## src/rtl/mult_pkg.sv

```systemverilog
// mult_pkg: shared state encoding and default operand width for the shift-add multiplier.
package mult_pkg;
  localparam int MULT_N = 8;
  localparam logic [1:0] ST_IDLE = 2'd0;
  localparam logic [1:0] ST_RUN  = 2'd1;
  localparam logic [1:0] ST_DONE = 2'd2;
  typedef enum logic [1:0] {IDLE = ST_IDLE, RUN = ST_RUN, DONE = ST_DONE} state_e;
endpackage

```

## src/rtl/shift_add_mult_ctrl_if.sv

```systemverilog
// shift_add_mult_ctrl_if: requester/shift-register side signals of the multiplier control stage.
interface shift_add_mult_ctrl_if import mult_pkg::*; #(parameter int N = MULT_N);
  logic           start;
  logic [N-1:0]   multiplicand;
  logic [N-1:0]   shifted_multiplier;
  logic           sr_load;
  logic           sr_en;
  logic [2*N-1:0] product;
  logic           busy;
  logic           done;
  modport master (output start, multiplicand, shifted_multiplier,
                  input sr_load, sr_en, product, busy, done);
  modport slave  (input start, multiplicand, shifted_multiplier,
                  output sr_load, sr_en, product, busy, done);
endinterface

```

## src/rtl/shift_add_mult_ctrl.sv

```systemverilog
// shift_add_mult_ctrl: FSM, iteration counter and accumulator consuming one multiplier bit per cycle.
module shift_add_mult_ctrl import mult_pkg::*; #(
  parameter int N = MULT_N
) (
  input  logic                 clk,
  input  logic                 rst_n,
  shift_add_mult_ctrl_if.slave bus
);
  localparam int CW = $clog2(N);
  state_e         state_q, state_d;
  logic [2*N-1:0] product_q, product_d;
  logic [2*N-1:0] mcand_q, mcand_d;
  logic [CW-1:0]  count_q, count_d;
  logic           last;
  assign last = count_q == CW'(N - 1);
  always_ff @(posedge clk or negedge rst_n) begin
    if (!rst_n) begin
      state_q   <= IDLE;
      product_q <= '0;
      mcand_q   <= '0;
      count_q   <= '0;
    end else begin
      state_q   <= state_d;
      product_q <= product_d;
      mcand_q   <= mcand_d;
      count_q   <= count_d;
    end
  end
  always_comb begin
    state_d     = state_q;
    product_d   = product_q;
    mcand_d     = mcand_q;
    count_d     = count_q;
    bus.sr_load = 1'b0;
    bus.sr_en   = 1'b0;
    case (state_q)
      IDLE: begin
        bus.sr_load = bus.start;
        if (bus.start) begin
          mcand_d   = {{N{1'b0}}, bus.multiplicand};
          product_d = '0;
          count_d   = '0;
          state_d   = RUN;
        end
      end
      RUN: begin
        // remaining multiplier bits all zero: nothing more to add
        if (bus.shifted_multiplier == '0) begin
          state_d = DONE;
        end else begin
          bus.sr_en = 1'b1;
          product_d = bus.shifted_multiplier[0] ? product_q + mcand_q : product_q;
          mcand_d   = mcand_q << 1;
          count_d   = last ? count_q : count_q + 1'b1;
          state_d   = last ? DONE : RUN;
        end
      end
      DONE:    state_d = IDLE;
      default: state_d = IDLE;
    endcase
  end
  assign bus.product = product_q;
  assign bus.busy    = state_q != IDLE;
  assign bus.done    = state_q == DONE;
endmodule

```

## src/flat_wrapper.sv

```systemverilog
// flat-port wrapper written by rule: the top's interface ports become plain ports
module shift_add_mult_ctrl_flat import mult_pkg::*;
#(
  parameter int N = MULT_N
)
  (clk, rst_n, bus_start, bus_multiplicand, bus_shifted_multiplier, bus_sr_load, bus_sr_en, bus_product, bus_busy, bus_done);
  shift_add_mult_ctrl_if #(.N(N)) bus_i ();
  input  logic clk;
  input  logic rst_n;
  input wire logic [$bits(bus_i.start)-1:0] bus_start;
  input wire logic [$bits(bus_i.multiplicand)-1:0] bus_multiplicand;
  input wire logic [$bits(bus_i.shifted_multiplier)-1:0] bus_shifted_multiplier;
  output wire logic [$bits(bus_i.sr_load)-1:0] bus_sr_load;
  output wire logic [$bits(bus_i.sr_en)-1:0] bus_sr_en;
  output wire logic [$bits(bus_i.product)-1:0] bus_product;
  output wire logic [$bits(bus_i.busy)-1:0] bus_busy;
  output wire logic [$bits(bus_i.done)-1:0] bus_done;
  assign bus_i.start = bus_start;
  assign bus_i.multiplicand = bus_multiplicand;
  assign bus_i.shifted_multiplier = bus_shifted_multiplier;
  assign bus_sr_load = bus_i.sr_load;
  assign bus_sr_en = bus_i.sr_en;
  assign bus_product = bus_i.product;
  assign bus_busy = bus_i.busy;
  assign bus_done = bus_i.done;
  shift_add_mult_ctrl #(.N(N)) u_core (.clk(clk), .rst_n(rst_n), .bus(bus_i));
endmodule
```

## config.mk

```make
export PLATFORM = sky130hd
export DESIGN_NAME = shift_add_mult_ctrl_flat
export DESIGN_NICKNAME = d
export VERILOG_FILES = /design/src/rtl/mult_pkg.sv /design/src/rtl/shift_add_mult_ctrl_if.sv /design/src/rtl/shift_add_mult_ctrl.sv /design/src/flat_wrapper.sv
export SDC_FILE = /design/constraint.sdc
export NUM_CORES = 1
export LEC_CHECK = 0
export ABC_AREA = 1
export BUFFER_PORTS_ARGS = -buffer_cell sky130_fd_sc_hd__buf_4
export CAP_MARGIN = 20
export CORE_MARGIN = 2
export CORE_UTILIZATION = 60
export DETAILED_ROUTE_END_ITERATION = 12
export HOLD_SLACK_MARGIN = 0.15
export PLACE_DENSITY = 0.85
export SLEW_MARGIN = 25
export SYNTH_ARGS = -nofsm -noshare
export SYNTH_HDL_FRONTEND = slang
export SYNTH_SLANG_ARGS = --single-unit
```

## constraint.sdc

```tcl
create_clock -name clk -period 3.37 [get_ports clk]
set_input_delay 0.8425 -clock clk [delete_from_list [all_inputs] [get_ports clk]]
set_output_delay 0.8425 -clock clk [all_outputs]
set_load 0.1 [all_outputs]
```

==> results of run 1 <==
## cell families after synthesis
logic type / Yosys count / share of synthesized area (%)
AOI/OAI and AO/OA: 33 / 7.933
buffers and inverters: 57 / 10.24
DFF: 37 / 36.24
xor gates and xnor gates: 2 / 0.6857
adders and majority gates: 18 / 9.109
and+or+nand+nor: 208 / 35.80
## final timing paths
kind,start,to,slack (ns),cells past startpoint
max,bus_shifted_multiplier[3],bus_sr_en,0.81,6
min,rst_n,u_core.bus.product[4],0.50,1
max reg2reg,u_core.bus.product[0],u_core.bus.product[12],1.50,11
min reg2reg,u_core.bus.product[2],u_core.bus.product[2],0.53,2
max in group asynchronous,rst_n,u_core.bus.product[8],2.54,1
min in group clk,u_core.bus.product[2],u_core.bus.product[2],0.53,2
## synthesized netlist by cell type, types with 2 or more instances
library cell,n,share of area [%]
sky130_fd_sc_hd__ha_1,17,8.3
sky130_fd_sc_hd__nand3_1,35,6.9
sky130_fd_sc_hd__dfrtp_1,37,36
sky130_fd_sc_hd__xor2_1,2,0.69
sky130_fd_sc_hd__inv_1,46,6.8
sky130_fd_sc_hd__o31ai_1,2,0.59
sky130_fd_sc_hd__o21ai_0,8,1.6
sky130_fd_sc_hd__o211ai_2,2,0.98
sky130_fd_sc_hd__nor3_1,3,0.59
sky130_fd_sc_hd__o21ai_1,4,0.78
sky130_fd_sc_hd__a21oi_1,11,2.2
sky130_fd_sc_hd__buf_2,2,0.39
sky130_fd_sc_hd__nor2_1,22,3.2
sky130_fd_sc_hd__a31oi_1,3,0.73
sky130_fd_sc_hd__buf_6,5,2.2
sky130_fd_sc_hd__nand2_2,4,0.98
sky130_fd_sc_hd__nand3b_1,3,0.88
sky130_fd_sc_hd__nand2_4,4,1.8
sky130_fd_sc_hd__nand2_1,129,19
## area by class of cell
class                   instances  area, um^2
repair buffers                 38       285.3
well taps                      50       62.56
fillers                       336        1106
flip-flops and latches         37       925.9
inverters                      50       195.2
clock inverters                 3       46.29
clock buffers                   5       68.82
multi-input cells             261        1368
## routing by layer
| metal | global-route usage (%) | up-vias | share of wire (%) |
|---|---|---|---|
| li1 | - | 1207 | - |
| met1 | 32.05 | 1099 | 45 |
| met2 | 41.99 | 51 | 49 |
| met3 | 3.924 | 6 | 4.6 |
| met4 | 8.061 | 0 | 0.96 |
| met5 | 0 | - | 0 |
## critical path, cell delays in order
cell	delay, ns
sky130_fd_sc_hd__buf_4	0.11
sky130_fd_sc_hd__nor2_1	0.13
sky130_fd_sc_hd__nand4_2	0.15
sky130_fd_sc_hd__nand2_4	0.18
sky130_fd_sc_hd__inv_1	0.07
sky130_fd_sc_hd__buf_4	0.23
## stage by stage
step	setup slack [ns]	area [um^2]
4_1_cts	0.7984	2952
3_5_place_dp	0.8039	2836
2_1_floorplan	0.7456	2555
5_1_grt	0.7552	2952
3_3_place_gp	0.8495	2836
6_report	0.8143	2952
## registers in the layout (all words and copies together) (netlist names)
| signal | flops |
|---|---|
| u_core.bus.product | 16 |
| u_core.count_q | 3 |
| u_core.mcand_q | 16 |
| u_core.state_q | 2 |
## layout by cell type (no fill, tap or decap), drive strengths merged, types with 3 or more instances in the layout
cell type / count
a21oi: 11
a31oi: 4
buf: 38
clkbuf: 5
clkinv: 3
dfrtp: 37
ha: 17
inv: 48
nand2: 137
nand3: 36
nand3b: 3
nor2: 24
nor3: 3
o21ai: 13
==> out/qor.csv, run 1 <==
metric,value,unit
ratio of final minimum period to clock period,75.84,%
number of standard cells in the final layout excluding fillers,444,
die height,69.26,um
placed cell count,436,
via density per instance,5.322,
starting density of the core,62.97,%
1st-iter DRT viols,114,
cell at the root of the clock tree,sky130_fd_sc_hd__clkbuf_8,
WP data required,2.53,ns
drt drc,0,
Max-slew headroom,68.64,%
critical path startpoint category,input port,
maximum number of pins on one net before global-route repair,38,
post-route antenna net violation count,0,
utilization after layout,72.74,%
ANT cells,0,
Max Slew Vio Count,0,
Yosys warning total,0,
number of buffers added by the clock tree synthesis step,5,
Min Hold Slack,0.4994,ns
RSZ-0062 raised after global routing,no,
maximum clock path buffer count,2,
vias after detailed routing,2363,
number of sinks on the clock net,37,
Setup-failing EPs final,0,
deepest level of the CTS H-tree,2,
CP Class,in2out,
Critical Path AT,1.71,ns
global placer's final weighted congestion,0.8733,
Floorplan Core Area,4058,um^2
Avg Inst Size Synth,7.197,um^2
type of element capturing the critical path,output pin,
die boundary width,69.26,um
layout-stage area growth over the synthesis result,15.52,%
port buffer count,38,
wire per inst,12.41,um
"Top FF cell, synth",sky130_fd_sc_hd__dfrtp_1,
initial antenna violation count,0,
critical-path maximum fanout,12,
Sum Neg Setup Slack,0,ns
I/O pin count,39,
source-to-sink clock delay at the later pin of the worst-skew pair,0.29,ns
total half-perimeter wirelength after legalization and detailed placement,4174,um
maximum clock rate,391.3,MHz
wire length of the first global-routing pass,9680,um
die area,4796,um^2
number of unique standard cell types used by synthesis,35,
TritonCTS clock tree,yes,
Slew @ Worst Pin,0.4704,ns
total nets after synthesis,392,
via count of the first global-routing pass,2260,
"EDFF count, synth",0,
FP Rows,23,
run status,"complete, no violations",
"FF+latch count, synth",37,
fraction of final layout cells sized beyond drive strength 1,16.75,%
hold buffer count at cts,0,
number of max-capacitance violations reported,0,
"Cell Area, Synth",2555,um^2
count of cells resized by post-cts repair,0,
clock transition at the registers of the reported paths,0.08,ns
global routing usage summed across all routing layers,24.64,%
min cycle time layout,2.556,ns
Mapped Cells,355,
worst hold-check path type,in2async,
net count reported at finish,430,
overflow left after global routing,0,
1st-pass router iterations,4,
share of async-settable or async-resettable flops after synthesis,100.0,%
Worst Skew,0.009144,ns
post-detailed-routing wire length,5510,um
Post CTS Setup Buffer Count,0,
proportion of synthesized chip area in sequential cells,36.24,%
Final Hold Violating Endpoints,0,
Power of run 1 is not shown: default switching activity piles up to over one toggle a cycle in this logic, so the estimate is an artifact.
==> run 2, diff against run 1 <==
- CORE_UTILIZATION: 60 -> 52
- PLACE_DENSITY: 0.85 -> 0.78
- clock period: 3.37 -> 2.31 ns (I/O delays scaled with it)
==> run 2 against run 1 <==
Compared with the run above:
- via count shrank 0.13%
- register-to-register slack lost 1.0 ns
- die area grew 14%
==> out/qor.csv, run 2 (synthesis results as in run 1) <==
metric,value,unit,change
maximum clock rate,470.6,MHz,
global routing usage summed across all routing layers,22.72,%,-1.9 points
number of buffers added by the clock tree synthesis step,5,,unchanged
RSZ-0062 raised after global routing,no,,
critical path startpoint category,register,,
Slew @ Worst Pin,0.4653,ns,-0.005097 ns
die area,5490,um^2,+14%
die boundary width,74.10,um,+7.0%
FP Rows,25,,+8.7%
crit-path max cell delay,0.42,ns,+0.19 ns
clock transition at the registers of the reported paths,0.08,ns,about the same
1st-pass router iterations,4,,unchanged
overflow left after global routing,0,,unchanged
post-route antenna net violation count,0,,unchanged
die height,74.10,um,+7.0%
source-to-sink clock delay at the later pin of the worst-skew pair,0.30,ns,about the same
I/O pin count,39,,unchanged
maximum number of pins on one net before global-route repair,38,,unchanged
wire per inst,11.66,um,-6.1%
number of max-capacitance violations reported,0,,unchanged
total half-perimeter wirelength after legalization and detailed placement,4142,um,-0.76%
post-place setup slack,0.4205,ns,-0.3834 ns
via density per instance,5.108,,-4.0%
Post CTS Setup Buffer Count,0,,unchanged
critical-path maximum fanout,12,,unchanged
Max Slew Vio Count,0,,unchanged
number of sinks on the clock net,37,,unchanged
count of cells resized by post-cts repair,0,,unchanged
wire length of the first global-routing pass,9680,um,unchanged
vias after detailed routing,2360,,-0.13%
worst hold-check path type,in2async,,
drt drc,0,,unchanged
global placer's final weighted congestion,0.8594,,-1.6%
count of buffering cells on the critical path with inverters included,2,,-1
"slowest stage cell, crit path",sky130_fd_sc_hd__dfrtp_1,,
Max-slew headroom,68.98,%,+0.34 points
Worst Skew,0.008444,ns,-0.0007005 ns
Setup-failing EPs final,0,,unchanged
cell at the root of the clock tree,sky130_fd_sc_hd__clkbuf_8,,
WP data required,1.73,ns,-0.80 ns
run status,"complete, no violations",,
most frequent standard cell in the layout excluding fill and tap cells,sky130_fd_sc_hd__nand2_1,,
Final Hold Violating Endpoints,0,,unchanged
initial antenna violation count,0,,unchanged
via count of the first global-routing pass,2267,,+0.31%
cell chain of the critical path,nor2_1 > nand2_2 > inv_1 > buf_4,,
layout-stage area growth over the synthesis result,16.50,%,
TritonCTS clock tree,yes,,
utilization after layout,63.02,%,-9.7 points
deepest level of the CTS H-tree,2,,unchanged
cell family contributing the most delay on the critical path,flip-flops,,
min setup slack post-route,0.1850,ns,-0.6293 ns
CP Class,reg2out,,
port buffer count,38,,unchanged
Critical Path AT,1.55,ns,-0.16 ns
starting density of the core,54.09,%,-8.9 points
ratio of final minimum period to clock period,91.99,%,
net count reported at finish,431,,+0.23%
Sum Neg Setup Slack,0,ns,unchanged
1st-iter DRT viols,146,,+28%
most frequent cells in the layout,"129 x sky130_fd_sc_hd__nand2_1, 46 x sky130_fd_sc_hd__inv_1, 39 x sky130_fd_sc_hd__buf_4",,
Floorplan Core Area,4723,um^2,+16%
post-detailed-routing wire length,5386,um,-2.3%
type of element capturing the critical path,output pin,,
maximum clock path buffer count,2,,unchanged
hold buffer count at cts,0,,unchanged
ANT cells,0,,unchanged
fraction of final layout cells sized beyond drive strength 1,16.71,%,-0.042 points
min cycle time layout,2.125,ns,
==> run 2: cell count changes in the layout (fill, tap and decap cells not counted) <==
cell and change:
sky130_fd_sc_hd__clkinvlp_4 -1, sky130_fd_sc_hd__clkbuf_1 +1, sky130_fd_sc_hd__buf_4 +1
==> run 2: final timing paths <==
check,start,endpoint,slack (ns),cells past startpoint
min,rst_n,u_core.bus.product[9],0.23,1
min in group clk,bus_multiplicand[0],u_core.mcand_q[0],0.49,3
min reg2reg,u_core.bus.product[0],u_core.bus.product[0],0.52,2
max,u_core.state_q[0],bus_sr_load,0.18,4
max reg2reg,u_core.bus.product[0],u_core.bus.product[12],0.50,11
max in group asynchronous,rst_n,u_core.mcand_q[15],1.75,1
==> run 2: routing by layer <==
metal / GRT usage [%] / vias up / wire length, um
met2: 39.09 / 47 / 2584
met3: 4.472 / 8 / 229
met5: 0 / - / 0
met1: 28.61 / 1098 / 2491
met4: 7.677 / 0 / 80
li1: - / 1207 / -
==> run 2: final cells by class <==
cell class                      count  area, um^2
Fill cell                         442        1747
Multi-Input combinational cell    261        1368
Sequential cell                    37       925.9
Timing Repair Buffer               39       292.8
Inverter                           50       195.2
Tap cell                           67       83.83
Clock buffer                        6       72.57
Clock inverter                      2       38.79
==> run 2: stage by stage <==
step | cells | hold slack [ns] | area (um^2)
after floorplan | 355 | 0.2819 | 2555
after global placement | 454 | 0.4958 | 2865
after detailed placement | 454 | 0.5082 | 2865
after CTS | 462 | 0.2478 | 2977
after global routing | 462 | 0.2716 | 2977
final | 462 | 0.2265 | 2977
==> run 2: worst reg2reg max path: stages (launching register included) <==
cell and delay [ns]:
sky130_fd_sc_hd__dfrtp_1 0.37, sky130_fd_sc_hd__ha_1 0.17, sky130_fd_sc_hd__inv_1 0.05, sky130_fd_sc_hd__fa_1 0.41
sky130_fd_sc_hd__inv_1 0.10, sky130_fd_sc_hd__nand3_1 0.07, sky130_fd_sc_hd__nand3_1 0.14, sky130_fd_sc_hd__nand3_1 0.12
sky130_fd_sc_hd__nand3_1 0.09, sky130_fd_sc_hd__nand2_1 0.05, sky130_fd_sc_hd__nand3_1 0.08, sky130_fd_sc_hd__nand2_1 0.06
Power of run 2 is left out for the same reason.
